===== config.mk =====
export PLATFORM = sky130hd
export DESIGN_NAME = alu_cc_unit
export DESIGN_NICKNAME = d
export VERILOG_FILES = /design/src/rtl/alu_pkg.sv /design/src/rtl/alu_core.sv /design/src/rtl/alu_cc_unit.sv
export SDC_FILE = /design/constraint.sdc
export NUM_CORES = 1
export LEC_CHECK = 0
export ABC_AREA = 0
export CAP_MARGIN = 5
export CORE_MARGIN = 1.5
export CORE_UTILIZATION = 48
export DETAILED_ROUTE_END_ITERATION = 10
export PLACE_DENSITY = 0.73
export RECOVER_POWER = 50
export REMOVE_ABC_BUFFERS = 1
export SYNTH_ARGS = -nofsm -noshare
export SYNTH_HDL_FRONTEND = slang
export SYNTH_SLANG_ARGS = --single-unit
export TNS_END_PERCENT = 5

===== constraint.sdc =====
create_clock -name clk -period 6.01 [get_ports clk]
set_input_delay 1.202 -clock clk [delete_from_list [all_inputs] [get_ports clk]]
set_output_delay 1.202 -clock clk [all_outputs]
set_load 0.01 [all_outputs]

===== src/rtl/alu_pkg.sv =====
// Shared definitions for the condition-code ALU: operation encodings,
// condition-code bit positions and the reset value of the flags.
package alu_pkg;

   typedef enum logic [1:0] {
      ALU_ADD = 2'b00,
      ALU_SUB = 2'b01,
      ALU_AND = 2'b10,
      ALU_XOR = 2'b11
   } alu_op_e;

   localparam int CC_ZF = 2;
   localparam int CC_SF = 1;
   localparam int CC_OF = 0;

   // Flags after reset describe an all-zero result.
   localparam logic [2:0] CC_RESET = 3'b100;

endpackage


===== src/rtl/alu_core.sv =====
// Combinational ALU datapath: result is b <op> a, plus zero/sign/overflow
// flags.
module alu_core
   import alu_pkg::*;
#(
   parameter int WIDTH = 64
) (
   input  logic [1:0]       op,
   input  logic [WIDTH-1:0] a,
   input  logic [WIDTH-1:0] b,
   output logic [WIDTH-1:0] result,
   output logic             zf,
   output logic             sf,
   output logic             of
);

   localparam int MSB = WIDTH - 1;

   always_comb begin
      result = '0;
      of     = 1'b0;
      case (alu_op_e'(op))
         ALU_ADD: begin
            result = b + a;
            of     = (a[MSB] == b[MSB]) && (result[MSB] != a[MSB]);
         end
         ALU_SUB: begin
            // b - a overflows only when operand signs differ and the
            // result sign departs from the minuend b.
            result = b - a;
            of     = (a[MSB] != b[MSB]) && (result[MSB] != b[MSB]);
         end
         ALU_AND: result = b & a;
         ALU_XOR: result = b ^ a;
         default: result = '0;
      endcase
   end

   assign zf = (result == '0);
   assign sf = result[MSB];

endmodule


===== src/rtl/alu_cc_unit.sv =====
// ALU with a one-entry registered output stage, valid/ready handshake on
// both sides, and condition codes updated only by operations with set_cc.
module alu_cc_unit
   import alu_pkg::*;
#(
   parameter int WIDTH = 64
) (
   input  logic             clk,
   input  logic             rst,
   input  logic             in_valid,
   output logic             in_ready,
   input  logic [1:0]       op,
   input  logic [WIDTH-1:0] a,
   input  logic [WIDTH-1:0] b,
   input  logic             set_cc,
   output logic             out_valid,
   input  logic             out_ready,
   output logic [WIDTH-1:0] result,
   output logic [2:0]       cc
);

   logic [WIDTH-1:0] result_q, result_d;
   logic [2:0]       cc_q, cc_d;
   logic             out_valid_q, out_valid_d;

   logic [WIDTH-1:0] core_result;
   logic             core_zf, core_sf, core_of;
   logic             xfer_in;

   alu_core #(
      .WIDTH (WIDTH)
   ) u_core (
      .op     (op),
      .a      (a),
      .b      (b),
      .result (core_result),
      .zf     (core_zf),
      .sf     (core_sf),
      .of     (core_of)
   );

   // The output register can refill in the same cycle it is drained.
   assign in_ready = !out_valid_q || out_ready;
   assign xfer_in  = in_valid && in_ready;

   always_comb begin
      result_d    = result_q;
      cc_d        = cc_q;
      out_valid_d = out_valid_q;
      if (xfer_in) begin
         result_d    = core_result;
         out_valid_d = 1'b1;
         if (set_cc) begin
            cc_d[CC_ZF] = core_zf;
            cc_d[CC_SF] = core_sf;
            cc_d[CC_OF] = core_of;
         end
      end else if (out_ready) begin
         out_valid_d = 1'b0;
      end
   end

   always_ff @(posedge clk) begin
      if (rst) begin
         result_q    <= '0;
         cc_q        <= CC_RESET;
         out_valid_q <= 1'b0;
      end else begin
         result_q    <= result_d;
         cc_q        <= cc_d;
         out_valid_q <= out_valid_d;
      end
   end

   assign out_valid = out_valid_q;
   assign result    = result_q;
   assign cc        = cc_q;

endmodule


==> reports/qor.yml <==
timing:
  max-slew-margin-rel: -1.33
  rsz0062_at_grt: "false"
  whs_ps: 451
  finalCriticalPeriod_ps: 5940
  period_share: 0.988
  setup_violations: 0
  max_freq_ghz: 0.168
  slew_violations: 69
  fin_setup_tns_ps: 0
  hold_viol: 0
  skew_ps: 7.32
  worstMarginPinSlew_ps: 3500
finish:
  multi_input_area_mm2: 0.0105
  fillers: 2477
  stdcell_count: 2570
  nNetsFinal: 2495
  num_antenna_cells: 0
  regArea_mm2: 0.00136
  area_delta_synth_final_pct: 27.4
  drive_gt1_frac: 0.112
placed_design:
  port_buffers: 203
  place.gp.congestion: 1.03
  post-dp-hpwl_um: 47800
  place_inst: 2554
detailed_routing:
  vias: 17500
  firstDrtPassIters: 7
  drt_iter0_drc: 2705
  ant_nets: 0
  wl_per_cell_um: 23.7
  viasPerCell: 6.81
  post-route-drc-count: 0
  wl_um: 60900
cts:
  cts.sinks: 68
  clkTransAtPathRegs_ps: 60
  h-tree-depth: 3
  cts_hold_buffers: 0
  cts_tree: "done"
  clockRootBuffer: "clkbuf_16"
  clockBufferDepth: 2
  cts_buffers: 9
  clock_latency_ps: 360
  post_cts_buffers: 0
  cts_resized: 0
floorplanning:
  rows: 59
  die_w_um: 167
  core_mm2: 0.0263
  dieArea_mm2: 0.0279
  start_util: 0.492
  ios: 204
  die_height_um: 167
synth:
  synth_top_area_frac: 0.124
  synth_area_leader_cell: "ha_1"
  synthMuxAreaShare: 0.0314
  synth_adder_area_share: 0.127
  synth_edf_count: 0
  yosys-top-cells-count: "a21oi_1, nand2_1, nor2_1"
  synth_seq_cells: 68
  synth-simple-area-share: 0.274
  postSynthCellCount: 1967
  yosysSeqAreaShare: 0.105
  async_flop_share: 0
  synth.avg_cell_area_um2: 6.58
  yosysMostFrequentCell: "a21oi_1"
  synthFlopType: "dfxtp_1"
  synth-xor-area-share: 0.0122
  yosysWarnings: 0
  netlist_area_mm2: 0.0129
  synth_area_leaders: "ha_1, dfxtp_1, a21oi_1, nand2_1, nor2_1"
  synth_compound_area_frac: 0.368
  synth_top_family_by_area: "compound AO/OA/AOI/OAI gates"
  ys_types: 93
power_and_ir_drop:
  p_sw_frac: 0.464
  p_clk_frac: 0.210
  p_int_mw: 1.50
  powerDensity_mw_per_mm2: 169
  p_comb_frac: 0.605
  seqPwrFrac: 0.185
  p_leak_nw: 6.95
  power.switching_mw: 1.29
  vdd_ir_drop_max_v: 0.000143
run_status:
  violations: "capacitance limit, slew limit"
  outcome: "finished, violations left"
global_routing:
  grt_max_degree: 69
  first_global_vias: 16800
  grt_pass1_wl_um: 93200
  grt_overflow_total: 0
  antenna_found_initial: 0
  track_usage: 0.422
worst_setup_path:
  crit_type: "in2reg"
  cp-start-kind: "primary input"
  worstPathRequired_ps: 6290
  endpoint_kind: "flop"
  critPathMaxFanout: 7
  cp_data_arrival_time_ps: 6220
worst_hold_path:
  hold_class: "reg2reg"
flow_run:
  max_cap_viol_count: 1
## cell type report
class | count | share of cell area
Sequential cell | 68 | 0.0826
Clock buffer | 11 | 0.0153
Multi-Input combinational cell | 1636 | 0.640
Timing Repair Buffer | 380 | 0.203
Clock inverter | 5 | 0.00357
Inverter | 135 | 0.0307
Tap cell | 335 | 0.0254
## cell families (layout without fill, tap and decap cells)
logic type / after synthesis / count (layout)
adders and majority gates: 130 / 130
DFF: 68 / 68
AOI/OAI and AO/OA: 710 / 710
muxes: 38 / 38
xor gates and xnor gates: 18 / 18
and+or+nand+nor: 740 / 740
buffers and inverters: 263 / 531
## worst max-delay path, stage by stage
cell             delay (ps)
clkdlybuf4s50_1         500
inv_1                    50
ha_1                    410
inv_1                   120
a21oi_1                 240
o21ai_0                 180
a2111oi_1               920
o32ai_1                 260
buf_4                   210
or3_1                   390
nand3_1                 110
buf_4                   120
a211oi_1                 90
and4_1                  260
nor4_1                  410
nand4b_1                180
nor3_1                  330
a221o_1                 210
## metrics by stage
stage	setup slack [ps]	area, um^2	power [mW]	utilization
after global placement	-91.2	16200	2.13	0.615
final	69.6	16500	2.79	0.627
after detailed placement	-30.1	16200	2.15	0.615
after CTS	291	16500	2.73	0.627
after floorplan	1300	12400	1.41	-
after global routing	42.2	16500	2.91	0.627
## power groups by stage
stage | Clock, mW | Combinational [mW] | Sequential (mW)
final | 0.585 | 1.69 | 0.517
after global routing | 0.599 | 1.79 | 0.522
after CTS | 0.580 | 1.63 | 0.517
after detailed placement | 0 | 1.62 | 0.526
after global placement | 0 | 1.60 | 0.524
after floorplan | 0 | 0.875 | 0.539
## sequential cells by signal, summed over array words and instances, names as in the netlist
signal and flops:
out_valid 1, cc 3, result 64
## placed cells by master, fill, tap and decap left out, types with 27 or more instances in the layout
cell,count
dfxtp_1,68
o21ai_0,111
nand3_1,47
o211ai_1,28
a21oi_1,234
clkdlybuf4s50_1,133
nor2_1,202
ha_1,128
o21bai_1,27
nor3_1,74
inv_1,131
nand4_1,40
o31ai_1,42
a211oi_1,48
buf_4,177
nor4_1,48
dlygate4sd3_1,67
nand2_1,206
## routing by layer
metal	GRT usage	vias to the layer above	part of all wire	routed length, um
li1	-	7851	-	-
met1	0.531	8080	0.39	23500
met2	0.661	1284	0.43	26200
met3	0.0853	296	0.11	6930
met4	0.267	0	0.070	4250
met5	0	-	0	0
## path summary, 6_finish.rpt
path / cells after the start / slack [ps] / to / startpoint
hold / removal: 2 / 450 / result[9] / result[9]
setup reg to reg: 14 / 2150 / cc[2] / out_valid
hold reg to reg: 2 / 450 / result[9] / result[9]
setup / recovery: 18 / 70 / cc[2] / a[22]
(Power assumes the default switching activity.)
